--- src/rtl/harness_pkg.sv ---
// Shared types and helpers for the checksum sink harness.
package harness_pkg;

    typedef enum logic [1:0] {
        IDLE = 2'd0,
        RUN  = 2'd1,
        DONE = 2'd2
    } state_t;

    function automatic int lane_width(input int data_width, input int lanes);
        return data_width / lanes;
    endfunction

    function automatic bit cfg_ok(input int data_width, input int lanes);
        return (lanes >= 2) && (data_width % lanes == 0);
    endfunction

endpackage

--- src/rtl/vector_xor.sv ---
// Reduces one lane of a data word to its parity bit.
module vector_xor #(
    parameter int WIDTH = 8
) (
    input  logic [WIDTH-1:0] data,
    output logic             parity
);

    assign parity = ^data;

endmodule

--- src/rtl/harness_checksum_sink.sv ---
// AXI-stream sink: folds accepted beats into a lane-parity signature
// and counts run and stall cycles for a programmed beat count.
module harness_checksum_sink
    import harness_pkg::*;
#(
    parameter int DATA_WIDTH  = 64,
    parameter int LANES       = 8,
    parameter int COUNT_WIDTH = 32
) (
    input  logic                   clk,
    input  logic                   rst,
    input  logic                   start,
    input  logic [COUNT_WIDTH-1:0] num_beats,
    input  logic [DATA_WIDTH-1:0]  s_axis_tdata,
    input  logic                   s_axis_tvalid,
    output logic                   s_axis_tready,
    output logic                   busy,
    output logic                   done,
    output logic [LANES-1:0]       checksum,
    output logic [COUNT_WIDTH-1:0] cycles,
    output logic [COUNT_WIDTH-1:0] stall_cycles
);

    localparam int LW = lane_width(DATA_WIDTH, LANES);

    if (!cfg_ok(DATA_WIDTH, LANES)) begin : g_cfg_err
        $error("harness_checksum_sink: bad DATA_WIDTH/LANES");
    end

    state_t                 state;
    logic [COUNT_WIDTH-1:0] beats_left;
    logic [LANES-1:0]       lane_par;
    logic                   handshake;

    for (genvar i = 0; i < LANES; i++) begin : g_lane
        vector_xor #(.WIDTH(LW)) u_xor (
            .data   (s_axis_tdata[i*LW +: LW]),
            .parity (lane_par[i])
        );
    end

    assign s_axis_tready = (state == RUN);
    assign busy          = (state == RUN);
    assign done          = (state == DONE);
    assign handshake     = s_axis_tvalid & s_axis_tready;

    always_ff @(posedge clk) begin
        if (rst) begin
            state        <= IDLE;
            beats_left   <= '0;
            checksum     <= '0;
            cycles       <= '0;
            stall_cycles <= '0;
        end else begin
            unique case (state)
                IDLE, DONE: begin
                    if (start) begin
                        beats_left   <= num_beats;
                        checksum     <= '0;
                        cycles       <= '0;
                        stall_cycles <= '0;
                        state        <= (num_beats == '0) ? DONE : RUN;
                    end
                end
                RUN: begin
                    cycles <= cycles + 1'b1;
                    if (!s_axis_tvalid) begin
                        stall_cycles <= stall_cycles + 1'b1;
                    end
                    if (handshake) begin
                        checksum   <= {checksum[LANES-2:0], checksum[LANES-1]}
                                      ^ lane_par;
                        beats_left <= beats_left - 1'b1;
                        // leave RUN on the last decrement so beats_left never underflows
                        if (beats_left == 1) begin
                            state <= DONE;
                        end
                    end
                end
                default: state <= IDLE;
            endcase
        end
    end

endmodule

--- config.mk ---
export PLATFORM = sky130hd
export DESIGN_NAME = harness_checksum_sink
export DESIGN_NICKNAME = d
export VERILOG_FILES = /design/src/rtl/harness_pkg.sv /design/src/rtl/vector_xor.sv /design/src/rtl/harness_checksum_sink.sv
export SDC_FILE = /design/constraint.sdc
export NUM_CORES = 1
export LEC_CHECK = 0
export ABC_CLOCK_PERIOD_IN_PS = 6600
export CORE_MARGIN = 5
export CORE_UTILIZATION = 40
export CTS_BUF_LIST = sky130_fd_sc_hd__clkbuf_8
export DETAILED_ROUTE_END_ITERATION = 10
export GPL_TIMING_DRIVEN = 0
export PLACE_DENSITY_LB_ADDON = 0.12
export SKIP_CTS_REPAIR_TIMING = 1
export SLEW_MARGIN = 10
export SYNTH_ARGS = -nofsm -noshare
export SYNTH_HDL_FRONTEND = slang
export SYNTH_SLANG_ARGS = --single-unit
--- constraint.sdc ---
create_clock -name clk -period 6.6 [get_ports clk]
set_input_delay 0.99 -clock clk [delete_from_list [all_inputs] [get_ports clk]]
set_output_delay 0.99 -clock clk [all_outputs]
set_load 0.02 [all_outputs]
Word level (Yosys, flattened, before mapping) --
Index checks and enable logic that the tools add are counted.
Operators by class: reduce and logical (&&, ||, !) cells 16, bitwise operators 2, muxes and demuxes 15, equal/unequal tests 7, $add $sub $neg 3
Operators with widths (count):
- $pmux 32 s2 | 3
- $mux 32 | 4
- $add 32x1->32 const B | 2
- $reduce_xor 8->1 | 8
- $eq 32x1->1 const B | 1
- $logic_not 32->1 | 1
- $sub 32x1->32 const B | 1
- $mux 8 | 2
- $pmux 8 s2 | 1
- $reduce_and 3->1 | 3
- $mux 2 | 4
- $xor 8x8->8 | 1
- $ne 2x1->1 const B | 2
- $ne 2x2->1 const B | 2
- $pmux 2 s2 | 1
- $eq 2x1->1 const B | 1
- $eq 2x2->1 const B | 1
- $logic_not 2->1 | 1
- $reduce_and 2->1 | 1
- $reduce_bool 2->1 | 1
- $reduce_or 2->1 | 1
- $and 1x1->1 | 1
Storage, ports and cells: register bits 106, logic and storage cells 48, output and inout bits 75

Longest topological paths before layout --
depth after elaboration 4, gate-level depth with buffers 9

Cells and area by module --
Synthesis repeated with hierarchy kept, for this count alone.
Second synthesis, totals: cell total of the unflattened synthesis 757, area total of the unflattened synthesis 6089.6 µm²
By module, submodules not included:
- harness_checksum_sink | area each 5599.1 µm², cells an instance 701, sequential area each 2122.0 µm², times used 1
- vector_xor | area each 61.3 µm², cells an instance 7, sequential area each 0.0 µm², times used 8

Worst setup path after synthesis --
OpenSTA, ideal clock, no wires.
kind input -> register, start point in s_axis_tvalid, end point reg beats_left[22], path buffers 2, setup slack 4.023 ns, stages 6, arrival time 2.460 ns, setup time 0.117 ns, required time 6.483 ns, path through clkbuf_1 -> a21o_1 -> clkbuf_1 -> nor2_1 -> or4_1 -> a32o_1
On the way: cells in the longest elaborated chain, start to end 3
RTL lines:
- from (decl) | line harness_checksum_sink.sv:15 | input logic s_axis_tvalid,
- $and 1x1->1 | line harness_checksum_sink.sv:45 | assign handshake = s_axis_tvalid & s_axis_tready;
- $ne 2x1->1 (no source line)
- $reduce_and 3->1 (no source line)
- to (signal assigned) | line harness_checksum_sink.sv:58 | beats_left <= num_beats;
- to (signal assigned) | line harness_checksum_sink.sv:73 | beats_left <= beats_left - 1'b1;
- to (decl) | line harness_checksum_sink.sv:31 | logic [COUNT_WIDTH-1:0] beats_left;
No other way between the ends. A chain may end at the register's enable or synchronous reset.

Worst setup path after layout --
start point reg state[0], end point out s_axis_tready
On the way: cells in the longest elaborated chain, start to end 1
RTL lines:
- from (decl) | line harness_checksum_sink.sv:30 | state_t state;
- from (signal assigned) | line harness_checksum_sink.sv:62 | state <= (num_beats == '0) ? DONE : RUN;
- $eq 2x1->1 | line harness_checksum_sink.sv:42 | assign s_axis_tready = (state == RUN);
- to (decl) | line harness_checksum_sink.sv:16 | output logic s_axis_tready,
No other way between the ends.

==> run_results.csv <==
group,metric,value,unit
min_path,hold_depth,2,
die,ios,175,
placement,pre_cts_ws,2810,ps
die,die_area,17600,sq um
cells_and_area,final_common_cell,"clkdlybuf4s50_1",
cells_and_area,antenna_cells,0,
critical_path,setup.worst_path.start_class,"register",
routing,vias,6443,
synth,synth_cell_types,68,
routing,drt_wl_total,19.8,mm
die,core_area,14600,sq um
cells_and_area,synthToLayoutAreaGrowth,35.9,%
die,initial_core_util,0.410,
die,die_y,132,um
critical_path,crit_fanout,11,
synth,synth_edf_count,0,
global_routing,grt_pass1_vias,6133,
sta,fin_ws,2810,ps
routing,final_antenna_net_count,0,
cts,cts_tree,"built",
critical_path,cp.arrival,2800,ps
cells_and_area,nNetsFinal,1019,
sta,fin_setup_tns,0,ps
sta,rsz0062_at_grt,"no",
die,fp.dieW,132,um
cts,cts_sinks,106,
sta,max_freq,264,MHz
routing,wl_per_cell,17.9,um
critical_path,reg2reg_from,"state[0]$_SDFFE_PP0P_",
min_path,hold-path-endpoint,"checksum[4]$_SDFFE_PP0P_",
cells_and_area,mostFrequentLayoutCells,"clkdlybuf4s50_1 (173), dfxtp_1 (106), nor2_1 (85)",
global_routing,antenna_found_initial,0,
synth,syn_nets,835,
synth,ys_ff_latch,106,
routing,drc,0,
synth,synth_area_per_cell,8.21,sq um
critical_path,r2r_cells,8,
synth,async_flop_share,0,
placement,gp_congestion,0.934,
routing,drt_iter0_drc,469,
sta,period_minus_slack,3790,ps
global_routing,grt_pass1_wl,31.5,mm
cts,clk_pin_slew,110,ps
die,fp-row-count,44,
routing,dr.pass1.iters,6,
pwr,p_per_area,189,nW/um^2
critical_path,timing_worst_setup_path_type,"register to output port",
outcome,status,"completed",
min_path,hp-start,"checksum[4]$_SDFFE_PP0P_",
critical_path,cp_data_required_time,5610,ps
critical_path,timing.reg2reg.setup_slack,3740,ps
cells_and_area,drive_gt1_frac,0.0467,
synth,synth_area,6000,sq um
critical_path,end_kind,"output port",
job,maxCapViolations,0,
synth,yosys_warnings,0,
synth,syn_inst,731,
sta,finalCritPeriodShare,0.574,
cts,cts_made_buffers,9,
global_routing,grt_use_total,0.217,
sta,worst_pin_slew,961,ps
global_routing,grt_max_degree,21,
cts,clk_latency,400,ps
sta,setup_viol,0,
placement,io_buffers,173,
sta,drv_slew,0,
critical_path,reg2reg_to,"beats_left[22]$_SDFFE_PP0P_",
pwr,p_leak,2.74,nW
sta,slew_headroom,0.354,
sta,hold_viol,0,
routing,vias_per_cell,5.84,
min_path,hold_class,"register to register",
cts,cts_root_buf,"clkbuf_8",
cts,clk_path_buf_depth,2,
pwr,vdd_drop_max,0.0000924,V
sta,finClkSkew,13.4,ps
placement,dp_hpwl,15.0,mm
global_routing,overflow,0,
cts,ctsHtreeMaxLevel,3,
synth,synth_flop_cell,"dfxtp_1",
synth,ys_seq_area_frac,0.354,
## flip-flops by register name (all words and copies together) (netlist names)
name and count:
state 2, beats_left 32, stall_cycles 32, cycles 32, checksum 8
## where the power goes
group	switching, W	internal [W]	leakage, nW
Combinational	0.000242	0.000196	1.79
Sequential	0.0000323	0.000668	0.861
Clock	0.000260	0.000147	0.0915
Total	0.000534	0.00101	2.74
## cell usage after synthesis (6+ instances only)
master | number | share of area
xor2_1 | 36 | 0.053
or4_1 | 12 | 0.015
o311ai_0 | 6 | 0.0088
nand3_1 | 32 | 0.027
a211oi_1 | 10 | 0.013
dfxtp_1 | 106 | 0.35
a22oi_1 | 8 | 0.010
and3_1 | 14 | 0.015
clkbuf_1 | 37 | 0.023
mux2_2 | 8 | 0.015
mux2i_1 | 6 | 0.010
and4_1 | 6 | 0.0088
inv_1 | 10 | 0.0063
nor4_1 | 18 | 0.019
nor2_1 | 85 | 0.053
nand2_1 | 66 | 0.041
nor3_1 | 9 | 0.0075
a21oi_1 | 29 | 0.024
o21ai_0 | 30 | 0.025
o31ai_1 | 8 | 0.010
xnor2_1 | 58 | 0.085
nand4_1 | 45 | 0.047
## metal layers
layer / share of wire / up-vias / GRT usage
met3: 0.076 / 34 / 0.0528
met2: 0.50 / 280 / 0.377
met4: 0.017 / 0 / 0.0612
met1: 0.41 / 3072 / 0.269
li1: - / 3057 / -
met5: 0 / - / 0
## per-stage QoR
step,hold WS (ps),total power [W],utilization,area [sq um],std cells
3_3_place_gp,472,0.00114,0.544,7960,1088
2_1_floorplan,452,0.000979,-,6000,731
4_1_cts,500,0.00155,0.557,8160,1104
5_1_grt,529,0.00162,0.557,8160,1104
3_5_place_dp,484,0.00114,0.544,7960,1088
6_report,492,0.00154,0.557,8160,1104
## area by class of cell
type | count | area [sq um]
Fill cell | 1375 | 6490
Multi-Input combinational cell | 570 | 3650
Sequential cell | 106 | 2120
Timing Repair Buffer | 173 | 1730
Tap cell | 184 | 230
Buffer | 43 | 183
Clock buffer | 9 | 124
Clock inverter | 7 | 68.8
Inverter | 12 | 45.0
## how the worst max path moves through the flow
| stage | start | end | slack (ps) | cells after the start |
|---|---|---|---|---|
| 6_report | state[0]$_SDFFE_PP0P_ | s_axis_tready | 2810 | 6 |
| 5_1_grt | state[0]$_SDFFE_PP0P_ | s_axis_tready | 2730 | 6 |
| 4_1_cts | state[0]$_SDFFE_PP0P_ | s_axis_tready | 2870 | 6 |
| 3_5_place_dp | start | beats_left[22]$_SDFFE_PP0P_ | 2810 | 7 |
| 3_3_place_gp | start | beats_left[22]$_SDFFE_PP0P_ | 2870 | 7 |
| 2_1_floorplan | s_axis_tvalid | beats_left[22]$_SDFFE_PP0P_ | 4020 | 6 |
## logic make-up after synthesis
kind of cell | Yosys count | share of synthesized area
simple gates | 317 | 0.277
buf+inv | 55 | 0.0379
fa+ha+maj | 4 | 0.00834
mux | 14 | 0.0250
compound gates | 141 | 0.161
xor+xnor | 94 | 0.137
flops | 106 | 0.354
## worst max-delay path, cell delays in order, from the launching register on
cell	delay, ps
dfxtp_1	420
nand2b_1	90
clkbuf_1	290
inv_2	270
clkbuf_1	530
buf_4	210
clkdlybuf4s50_1	590
No activity file was read; power rests on OpenSTA's default activity.
